--- config.mk ---
export PLATFORM = sky130hd
export DESIGN_NAME = nvram_upload
export DESIGN_NICKNAME = d
export VERILOG_FILES = /design/src/rtl/nvram_upload.sv
export SDC_FILE = /design/constraint.sdc
export NUM_CORES = 1
export LEC_CHECK = 0
export BUFFER_PORTS_ARGS = -buffer_cell sky130_fd_sc_hd__buf_2
export CAP_MARGIN = 25
export CORE_MARGIN = 3
export CORE_UTILIZATION = 47
export CTS_CLUSTER_DIAMETER = 120
export CTS_CLUSTER_SIZE = 14
export DETAILED_ROUTE_END_ITERATION = 8
export PLACE_DENSITY = 0.92
export REMOVE_ABC_BUFFERS = 1
export SETUP_SLACK_MARGIN = 0.4
export SLEW_MARGIN = 5
export SYNTH_ARGS = -nofsm -noshare
export SYNTH_HDL_FRONTEND = slang
export SYNTH_SLANG_ARGS = --single-unit
export TNS_END_PERCENT = 30
--- constraint.sdc ---
create_clock -name CLK -period 3.7 [get_ports CLK]
set_input_delay 0.185 -clock CLK [delete_from_list [all_inputs] [get_ports CLK]]
set_output_delay 0.185 -clock CLK [all_outputs]
set_load 0.05 [all_outputs]
--- src/rtl/nvram_upload.sv ---
// Serves HPS upload reads from an NVRAM image held in a synchronous RAM.
// The game core is paused first so the RAM contents stay stable for the whole session.
module nvram_upload #(
  parameter int         INDEX = 4,
  parameter int         AW    = 10,
  parameter int         SIZE  = 1024,
  parameter logic [7:0] FILL  = 8'hFF
) (
  input  logic          CLK,
  input  logic          RESET_N,
  input  logic          ioctl_upload,
  input  logic [7:0]    ioctl_index,
  input  logic          ioctl_rd,
  input  logic [24:0]   ioctl_addr,
  output logic [7:0]    ioctl_din,
  output logic          ioctl_wait,
  output logic          pause_req,
  input  logic          pause_ack,
  output logic [AW-1:0] ram_addr,
  output logic          ram_rd,
  input  logic [7:0]    ram_q,
  output logic          done
);

  typedef enum logic [2:0] {
    IDLE,
    ARM,
    READY,
    FETCH,
    LATCH
  } state_t;

  state_t state;
  logic   oor;
  logic   sel;

  assign sel = ioctl_upload && (ioctl_index == INDEX[7:0]);

  // A strobe in READY raises wait the same cycle, so the HPS never sees a zero gap.
  assign ioctl_wait = (state == ARM) || (state == FETCH) || (state == LATCH) ||
                      ((state == READY) && (ioctl_rd || !pause_ack));

  assign ram_rd = (state == FETCH);

  // Losing sel ends the session from any state; losing pause_ack only stalls it.
  always_ff @(posedge CLK or negedge RESET_N) begin
    if (!RESET_N) begin
      state     <= IDLE;
      ioctl_din <= 8'h00;
      pause_req <= 1'b0;
      done      <= 1'b0;
      ram_addr  <= '0;
      oor       <= 1'b0;
    end else begin
      done <= 1'b0;
      if (state != IDLE && !sel) begin
        state     <= IDLE;
        pause_req <= 1'b0;
        done      <= 1'b1;
      end else begin
        case (state)
          IDLE: begin
            if (sel) begin
              state     <= ARM;
              pause_req <= 1'b1;
            end
          end
          ARM: begin
            if (pause_ack) state <= READY;
          end
          READY: begin
            if (pause_ack && ioctl_rd) begin
              state    <= FETCH;
              ram_addr <= ioctl_addr[AW-1:0];
              oor      <= (ioctl_addr >= 25'(SIZE));
            end
          end
          FETCH: begin
            if (pause_ack) state <= LATCH;
          end
          LATCH: begin
            if (pause_ack) begin
              ioctl_din <= oor ? FILL : ram_q;
              state     <= READY;
            end
          end
          default: state <= IDLE;
        endcase
      end
    end
  end

endmodule

==> results of run 1 <==
## power by group through the flow
stage	combinational, mW	clock [mW]	sequential, mW
floorplan	0.297	0	0.735
global placement	0.747	0	0.445
CTS	0.776	0.191	0.450
global route	0.817	0.205	0.468
detailed placement	0.775	0	0.450
finish	0.770	0.187	0.453
## how the worst max path moves through the flow
stage                     startpoint  slack, ns  cells past startpoint     endpoint
after global routing        state[1]       1.09                      5  ram_addr[4]
after floorplan             state[1]       1.50                      5          oor
final                       state[1]       1.22                      5  ram_addr[3]
after detailed placement    state[1]       1.28                      5  ram_addr[5]
after global placement      state[1]       1.37                      5  ram_addr[9]
after CTS                   state[1]       1.22                      5  ram_addr[3]
## registers in the layout, indices dropped and copies added, names as in the netlist
signal,count
ioctl_din,8
ram_addr,10
state,3
done,1
oor,1
pause_req,1
## kinds of logic after synthesis
logic type | Yosys count
AND/OR/NAND/NOR | 36
flip-flops | 24
multiplexers | 22
buffers and inverters | 15
AO/OA/AOI/OAI | 6
adder cells (fa/ha/maj) | 2
## final cells by class
class	instances	area, µm²	share of cell area (%)
clock buffers	3	22.5	1.39
clock inverters	1	30.0	1.85
inverters	9	33.8	2.08
multi-input cells	66	556	34.2
flip-flops and latches	24	601	37.0
well taps	28	35.0	2.16
repair buffers	68	345	21.3
## routing by layer
layer / routed length, µm / up-vias
met4: 72 / 0
met2: 1580 / 41
met3: 179 / 8
met5: 0 / -
met1: 1120 / 501
li1: - / 490
## placed cells by master (no fill, tap or decap), types with 2 or more instances in the layout
cell type	netlist	routed
buf_2	0	67
dfrtp_1	24	24
nor2_1	12	12
mux2_4	10	10
inv_1	9	9
mux2i_1	9	9
nand2_1	5	5
nor4_1	3	3
clkbuf_4	0	3
o21ai_0	2	2
nor2b_1	2	2
mux2_2	2	2
ha_1	2	2
## critical path: stages (launching register included)
cell and delay [ns]:
dfrtp_1 0.50, or3_1 0.43, ha_1 0.32, nor2_2 0.22, nand4_2 0.43, mux2_4 0.45
## through the flow
step | hold slack, ns | power [mW]
after floorplan | -0.111 | 1.03
after CTS | 0.0705 | 1.42
after global routing | 0.0462 | 1.49
after global placement | 0.181 | 1.19
final | 0.0745 | 1.41
after detailed placement | 0.194 | 1.23
## what timing repair did
action / 4_1_cts / 5_1_grt
hold buffers: 1 / 0
hold endpoints to repair: 24 / 0
endpoints found under the setup margin: 0 / 0
==> results.json, run 1 <==
{
  "status": "completed",
  "synth.avg_cell_area_um2": 11.8,
  "cp.arrival_ns": 2.68,
  "finalWorstSetupSlack_ns": 1.22,
  "dieArea_um2": 3290,
  "synthTopCellsByCount": "dfrtp_1 (24), nor2_1 (12), mux2_4 (10)",
  "final_core_util_pct": 68.7,
  "ctsResizeCount": 0,
  "grt_max_degree": 25,
  "post-cts-setup-buffer-count": 0,
  "grtUsageTotal_pct": 18.5,
  "worstMarginPinSlew_ns": 0.507,
  "vdd_ir_drop_max_mv": 0.771,
  "hold_depth": 2,
  "synthTopCellsByArea": "dfrtp_1 (48%), mux2_4 (12%), mux2i_1 (7.3%), nor2_1 (3.6%), inv_1 (2.7%)",
  "met1_usage_pct": 20.5,
  "min_period_ns": 2.48,
  "max_freq_mhz": 403,
  "reg2reg_from": "state[1]",
  "whs_endpoint": "ram_addr[7]",
  "seq_area_frac_synth_pct": 48.5,
  "synth.most_common_cell": "dfrtp_1",
  "start_kind": "flip-flop",
  "fin_tns_setup_ns": 0,
  "grt_busiest_layer": "met2",
  "p_switching_mw": 0.686,
  "design_area_um2": 1620,
  "clock_path_buffers": 2,
  "synth-edff-count": 0,
  "numPlacedInstances": 194,
  "fin_cells": 199,
  "place_hpwl_um": 2350,
  "final_hold_viol_count": 0,
  "initial_core_util_pct": 52.5,
  "r2r_end": "ram_addr[3]",
  "p_int_mw": 0.724,
  "syn_inst": 105,
  "grt_pass1_vias": 1096,
  "antenna_left": 0,
  "met2_usage_pct": 33.8,
  "route.detailed.drc": 0,
  "coreArea_um2": 2360,
  "p_leak_nw": 0.942,
  "drive_above_1_share_pct": 51.5,
  "endpoint_kind": "flip-flop",
  "finalMaxSlewViolations": 0,
  "cts.sinks": 24,
  "yosys.area_share.simple_pct": 16.9,
  "crit_type": "reg -> reg",
  "vias_per_cell": 5.23,
  "grt.met3_usage_pct": 5.66,
  "synth_top_area_share_pct": 48.5,
  "postPlaceCellArea_um2": 1560,
  "num_vias": 1040,
  "syn_area_um2": 1240,
  "holdCritPathClass": "in -> reg",
  "reg2reg_slack_ns": 1.22,
  "fp.dieH_um": 57.3,
  "grt_setup_unrepaired": "no",
  "min_period_over_period_pct": 67.1,
  "ys_ff_latch": 24,
  "htree_levels": 1,
  "drtPass1Iterations": 2,
  "synth-compound-area-share_pct": 3.84,
  "boundaryPins": 68,
  "synth-xor-area-share_pct": 0,
  "synth_top_family_by_area": "multiplexers",
  "die_x_um": 57.3,
  "synth-main-ff-cell": "dfrtp_1",
  "place.gp.congestion": 0.707,
  "clock_power_share_pct": 13.3,
  "power.density_nw_per_um2": 869,
  "synth.distinct_cells": 33,
  "wl_per_cell_um": 14.9,
  "clkTransAtPathRegs_ns": 0.14,
  "rows": 17,
  "wl_um": 2960,
  "port_buffers": 67,
  "crit_fanout": 11,
  "clkLatencyLatePin_ns": 0.32,
  "nFillCells": 171,
  "synth_top_area_cell": "dfrtp_1",
  "dp_worst_setup_slack_ns": 1.28,
  "grt_pass1_wl_um": 4780,
  "synthAdderAreaFrac_pct": 2.02,
  "muxShareOfSynthArea_pct": 22.1,
  "area_delta_synth_final_pct": 31.0,
  "skew_ns": 0.0229,
  "swShare_pct": 48.6,
  "ff2ff_path_depth": 5,
  "cts_tree": "yes",
  "yosysWarnings": 0,
  "first_iter_violations": 19,
  "nNetsFinal": 220,
  "setup_violations": 0,
  "cts-root-buf": "clkbuf_4",
  "grt_antenna_before_repair": 0,
  "numCtsBuffers": 3,
  "async_reset_ff_share_pct": 100,
  "maxCapViolations": 0,
  "cp.required_ns": 3.90,
  "combPwrFrac_pct": 54.6,
  "slew_headroom_pct": 65.3,
  "seqPwrFrac_pct": 32.1,
  "overflow": 0,
  "min_from": "ioctl_addr[7]",
  "antenna_cells": 0
}
No activity file was read; power rests on OpenSTA's default activity.
==> run 2, diff against run 1 <==
Settings changed: CORE_UTILIZATION 47 to 44, PLACE_DENSITY 0.92 to 0.87.
Clock period 3.7 ns to 2.5 ns, I/O delays scaled along.
==> run 2 against run 1 <==
  * Utilization down 3.8 points
  * Combinational power increased by 62%
  * Cell count up 4.0%
  * Maximum frequency rose by 21%
  * Clock skew shrank 0.015 ns
  * Global-route usage fell by 0.44 points
==> results.json, run 2 (same netlist as run 1, synthesis figures left out) <==
{
  "htree_levels": 1,
  "rows": 18,
  "first_iter_violations": 23,
  "final_hold_viol_count": 0,
  "num_vias": 1053,
  "endpoint_kind": "flip-flop",
  "skew_ns": 0.00789,
  "antenna_left": 0,
  "cts_tree": "yes",
  "fp.dieH_um": 59.1,
  "cp.arrival_ns": 2.25,
  "area_delta_synth_final_pct": 34.6,
  "wl_per_cell_um": 15.1,
  "critPathSlowestCell": "dfrtp_2",
  "place_hpwl_um": 2450,
  "port_buffers": 67,
  "status": "completed",
  "min_period_over_period_pct": 82.0,
  "holdCritPathClass": "in -> reg",
  "reg2reg_slack_ns": 0.45,
  "drive_above_1_share_pct": 55.4,
  "coreArea_um2": 2570,
  "slew_headroom_pct": 65.1,
  "wl_um": 3130,
  "whs_ns": 0.0410,
  "crit_type": "reg -> reg",
  "numPlacedInstances": 197,
  "crit_chain": "or3_1 -> ha_2 -> nor2_4 -> nand4_2 -> buf_4 -> mux2_4",
  "max_freq_mhz": 488,
  "overflow": 0,
  "grt_pass1_wl_um": 4740,
  "finalMaxSlewViolations": 0,
  "boundaryPins": 68,
  "max_stage_delay_ns": 0.46,
  "final_common_cell": "buf_2",
  "min_period_ns": 2.05,
  "die_x_um": 59.1,
  "clkTransAtPathRegs_ns": 0.12,
  "maxCapViolations": 0,
  "place.gp.congestion": 0.693,
  "p_leak_nw": 0.963,
  "dieArea_um2": 3490,
  "nFillCells": 205,
  "cp.required_ns": 2.70,
  "grt_setup_unrepaired": "no",
  "worstMarginPinSlew_ns": 0.523,
  "antenna_cells": 0,
  "fin_tns_setup_ns": 0,
  "fin_cells": 207,
  "initial_core_util_pct": 48.2,
  "route.detailed.drc": 0,
  "cts.sinks": 24,
  "drtPass1Iterations": 4,
  "vdd_ir_drop_max_mv": 0.973,
  "final_cell_mix": "buf_2 (67), dfrtp_1 (21), nor2_1 (12), mux2_4 (10)",
  "clkLatencyLatePin_ns": 0.31,
  "grt_antenna_before_repair": 0,
  "start_kind": "flip-flop",
  "nNetsFinal": 227,
  "reg_top3": "ram_addr x10, ioctl_din x8, state x3",
  "grt_pass1_vias": 1095,
  "vias_per_cell": 5.09,
  "power_mw": 2.06,
  "largest_reg_flops": 10,
  "clock_path_buffers": 2,
  "grt_max_degree": 25,
  "setup_violations": 0,
  "grtUsageTotal_pct": 18.1,
  "numCtsBuffers": 3,
  "power.density_nw_per_um2": 1240,
  "top_register": "ram_addr",
  "cts-root-buf": "clkbuf_4",
  "crit_fanout": 11
}
[run 2: cell types whose count changed in the layout (fill, tap and decap cells not counted), sizes merged]
cell    previous run  this run
buf               67        74
bufinv             1         0
[run 2: path summary, 6_finish.rpt]
kind                       cells after the start      endpoint     startpoint
min reg2reg                                    2     pause_req      pause_req
min                                            2   ram_addr[7]  ioctl_addr[7]
max in group asynchronous                      2      state[0]        RESET_N
max reg2reg                                    6   ram_addr[8]       state[0]
min in group asynchronous                      2  ioctl_din[1]        RESET_N
max                                            6   ram_addr[8]       state[0]
[run 2: layout make-up]
| class | count | area [µm²] | share of cell area, % |
|---|---|---|---|
| timing repair buffer | 75 | 398 | 23.9 |
| sequential | 24 | 604 | 36.2 |
| inverter | 9 | 33.8 | 2.03 |
| multi-input combinational | 66 | 572 | 34.3 |
| tap | 30 | 37.5 | 2.25 |
| clock buffer | 3 | 22.5 | 1.35 |
[run 2: per-layer routing]
layer  vias to the layer above  GRT usage, %  wire [µm]
met3                         8          5.45        169
li1                        504             -          -
met1                       500          19.4       1150
met5                         -             0          0
met4                         0          8.41         74
met2                        41          32.2       1730
[run 2: per-stage QoR]
| stage | instance area (µm²) | util (%) | setup slack [ns] |
|---|---|---|---|
| 6_report | 1670 | 65.0 | 0.450 |
| 5_1_grt | 1670 | 65.0 | 0.370 |
| 4_1_cts | 1610 | 62.8 | 0.428 |
| 3_5_place_dp | 1570 | 61.2 | 0.321 |
| 3_3_place_gp | 1570 | 61.2 | 0.400 |
| 2_1_floorplan | 1190 | - | 0.301 |
[run 2: power breakdown]
part | internal [mW] | switching, mW
registers | 0.542 | 0.112
clock network | 0.0563 | 0.103
logic | 0.428 | 0.819
[run 2: what timing repair did]
| action | in CTS | in global routing |
|---|---|---|
| endpoints found under the hold margin | 24 | 0 |
| endpoints found under the setup margin | 12 | 13 |
| hold buffers | 1 | 0 |
| setup buffers | 0 | 6 |
| gates resized for setup | 3 | 3 |
[run 2: worst max-delay path: cells and delay by family (launching register included)]
kind          cells  cell delay [ns]
flops             1             0.46
buf+inv           1             0.21
mux               1             0.31
simple gates      3             0.68
fa+ha+maj         1             0.29
==> run 3, diff against run 2 <==
Settings changed: ABC_AREA set to 1, CORE_UTILIZATION 44 to 43.
Clock period 2.5 ns to 2.1 ns, I/O delays scaled along.
==> run 3 against run 2 <==
  * Design area grew 6.8%
  * Area after synthesis shrank 6.4%
  * Clock skew shrank 0.0066 ns
  * Total power grew 32%
  * Largest cell class unchanged
  * Cell count grew 28%
==> results.json, run 3 <==
{
  "p_int_mw": 1.32,
  "fp.dieH_um": 57.9,
  "whs_ns": 0.0398,
  "grt_pass1_vias": 1246,
  "final_common_cell": "buf_2",
  "vdd_ir_drop_max_mv": 1.13,
  "dp_worst_setup_slack_ns": 0.201,
  "fin_tns_setup_ns": 0,
  "max_freq_mhz": 578,
  "status": "completed",
  "grt_setup_unrepaired": "yes",
  "overflow": 0,
  "clkTransAtPathRegs_ns": 0.13,
  "synth.avg_cell_area_um2": 7.84,
  "swShare_pct": 51.7,
  "nNetsFinal": 283,
  "crit_type": "reg -> out",
  "combPwrFrac_pct": 58.8,
  "crit_chain": "buf_4 -> nor3_2 -> o21ai_0 -> nand3_1 -> clkbuf_4",
  "first_iter_violations": 44,
  "async_reset_ff_share_pct": 100,
  "cts.sinks": 24,
  "synth_top_area_cell": "dfrtp_1",
  "seq_area_frac_synth_pct": 51.8,
  "clock_power_share_pct": 12.3,
  "reg_top3": "ram_addr x10, ioctl_din x8, state x3",
  "synthTopCellsByArea": "dfrtp_1 (52%), nand2_1 (16%), nor2_1 (9.4%), inv_1 (4.2%), a21oi_1 (2.6%)",
  "max_stage_delay_ns": 0.44,
  "synthTopCellsByCount": "nand2_1 (50), nor2_1 (29), dfrtp_1 (24)",
  "place.gp.congestion": 0.877,
  "drtPass1Iterations": 4,
  "skew_ns": 0.00132,
  "cts-root-buf": "clkbuf_4",
  "nFillCells": 174,
  "grtUsageTotal_pct": 21.3,
  "final_hold_viol_count": 0,
  "cts_tree": "yes",
  "multi_input_area_um2": 515,
  "synth_top_area_share_pct": 51.8,
  "power_mw": 2.73,
  "largest_reg_flops": 10,
  "num_vias": 1286,
  "place_hpwl_um": 2220,
  "crit_fanout": 6,
  "power.density_nw_per_um2": 1530,
  "endpoint_kind": "primary output",
  "wl_um": 3410,
  "wl_per_cell_um": 12.9,
  "numCtsBuffers": 3,
  "maxCapViolations": 0,
  "synth.most_common_cell": "nand2_1",
  "final_cell_mix": "buf_2 (66), nand2_1 (49), nor2_1 (27), dfrtp_1 (23), dlygate4sd3_1 (11)",
  "rows": 18,
  "dieArea_um2": 3360,
  "port_buffers": 67,
  "synth-edff-count": 0,
  "area_delta_synth_final_pct": 53.5,
  "worstMarginPinSlew_ns": 0.525,
  "clock_path_buffers": 2,
  "die_x_um": 57.9,
  "holdCritPathClass": "in -> reg",
  "seq_area_um2": 602,
  "min_period_ns": 1.73,
  "route.detailed.drc": 0,
  "slew_headroom_pct": 65.0,
  "ys_ff_latch": 24,
  "syn_inst": 148,
  "boundaryPins": 68,
  "cp.arrival_ns": 1.62,
  "syn_area_um2": 1160,
  "critPathSlowestCell": "dfrtp_2",
  "ff2ff_path_depth": 11,
  "synth-main-ff-cell": "dfrtp_1",
  "synth.distinct_cells": 19,
  "vias_per_cell": 4.87,
  "coreArea_um2": 2520,
  "cp.required_ns": 2.00,
  "min_period_over_period_pct": 82.3,
  "top_register": "ram_addr",
  "yosysWarnings": 0,
  "grt_antenna_before_repair": 0,
  "drive_above_1_share_pct": 40.2,
  "seqPwrFrac_pct": 28.9,
  "finalWorstSetupSlack_ns": 0.371,
  "htree_levels": 1,
  "final_core_util_pct": 70.6,
  "grt_max_degree": 25,
  "antenna_cells": 0,
  "finalMaxSlewViolations": 0,
  "antenna_left": 0,
  "setup_violations": 0,
  "start_kind": "flip-flop",
  "grt_pass1_wl_um": 5450,
  "clkLatencyLatePin_ns": 0.32,
  "p_leak_nw": 1.02,
  "hold_depth": 3,
  "initial_core_util_pct": 46.0,
  "p_switching_mw": 1.41
}
==> run 3: changes by cell type in the layout (fill, tap and decap cells not counted), sizes merged, moves of 7 or more <==
cell	delta
mux2i	-9
nand2	+46
a21oi	+7
dlygate4sd3	+10
mux2	-13
nor2	+17
==> run 3: worst max-delay path, delay by kind of cell (launching register included) <==
family / cells / cell delay [ns]
AOI/OAI and AO/OA: 1 / 0.14
buffers and inverters: 2 / 0.39
DFF: 1 / 0.44
and+or+nand+nor: 2 / 0.34
==> run 3: final timing paths <==
check / from / end / slack, ns
setup / recovery: state[0] / ioctl_wait / 0.37
hold / removal: ram_q[2] / ioctl_din[2] / 0.04
setup reg to reg: state[1] / ram_addr[8] / 0.44
hold reg to reg: ram_addr[8] / ram_addr[8] / 0.49
max in group asynchronous: RESET_N / state[0] / 1.43
min in group asynchronous: RESET_N / ram_addr[9] / 0.30
==> run 3: timing repair <==
| item | 4_1_cts | 5_1_grt |
|---|---|---|
| gates resized for setup | 11 | 9 |
| gates cloned | 1 | 0 |
| endpoints found under the setup margin | 22 | 24 |
| hold buffers | 10 | 1 |
| hold endpoints to repair | 33 | 1 |
| pin swaps | 2 | 3 |
| buffers inserted | 2 | 3 |
==> run 3: cell type report <==
| class | count | area share (%) |
|---|---|---|
| inverters | 13 | 3.02 |
| well taps | 30 | 2.11 |
| flip-flops and latches | 24 | 33.8 |
| clock inverters | 1 | 1.69 |
| repair buffers | 86 | 29.2 |
| multi-input cells | 107 | 29.0 |
| clock buffers | 3 | 1.26 |
==> run 3: power by group through the flow <==
stage	Clock [mW]	Combinational, mW	Sequential, mW
finish	0.334	1.60	0.789
global route	0.359	1.72	0.820
CTS	0.340	1.49	0.788
detailed placement	0	1.40	0.802
global placement	0	1.37	0.806
floorplan	0	0.474	1.38
==> run 3: per-stage QoR <==
step	cells	instance area [µm²]
after detailed placement	243	1520
final	264	1780
after global routing	264	1780
after CTS	260	1730
after global placement	243	1520
after floorplan	144	1130
==> run 3: metal layers <==
| layer | vias up | routed length, µm | track usage, % |
|---|---|---|---|
| li1 | 635 | - | - |
| met1 | 581 | 1240 | 23.9 |
| met2 | 58 | 1850 | 38.7 |
| met3 | 12 | 245 | 5.57 |
| met4 | 0 | 73 | 7.62 |
| met5 | - | 0 | 0 |
==> run 3: kinds of logic (layout without fill, tap and decap cells) <==
family	Yosys count	count (layout)	synth area share (%)
and+or+nand+nor	93	93	33.9
DFF	24	24	51.8
buffers and inverters	17	103	6.36
AOI/OAI and AO/OA	12	12	5.83
adders and majority gates	2	2	2.16
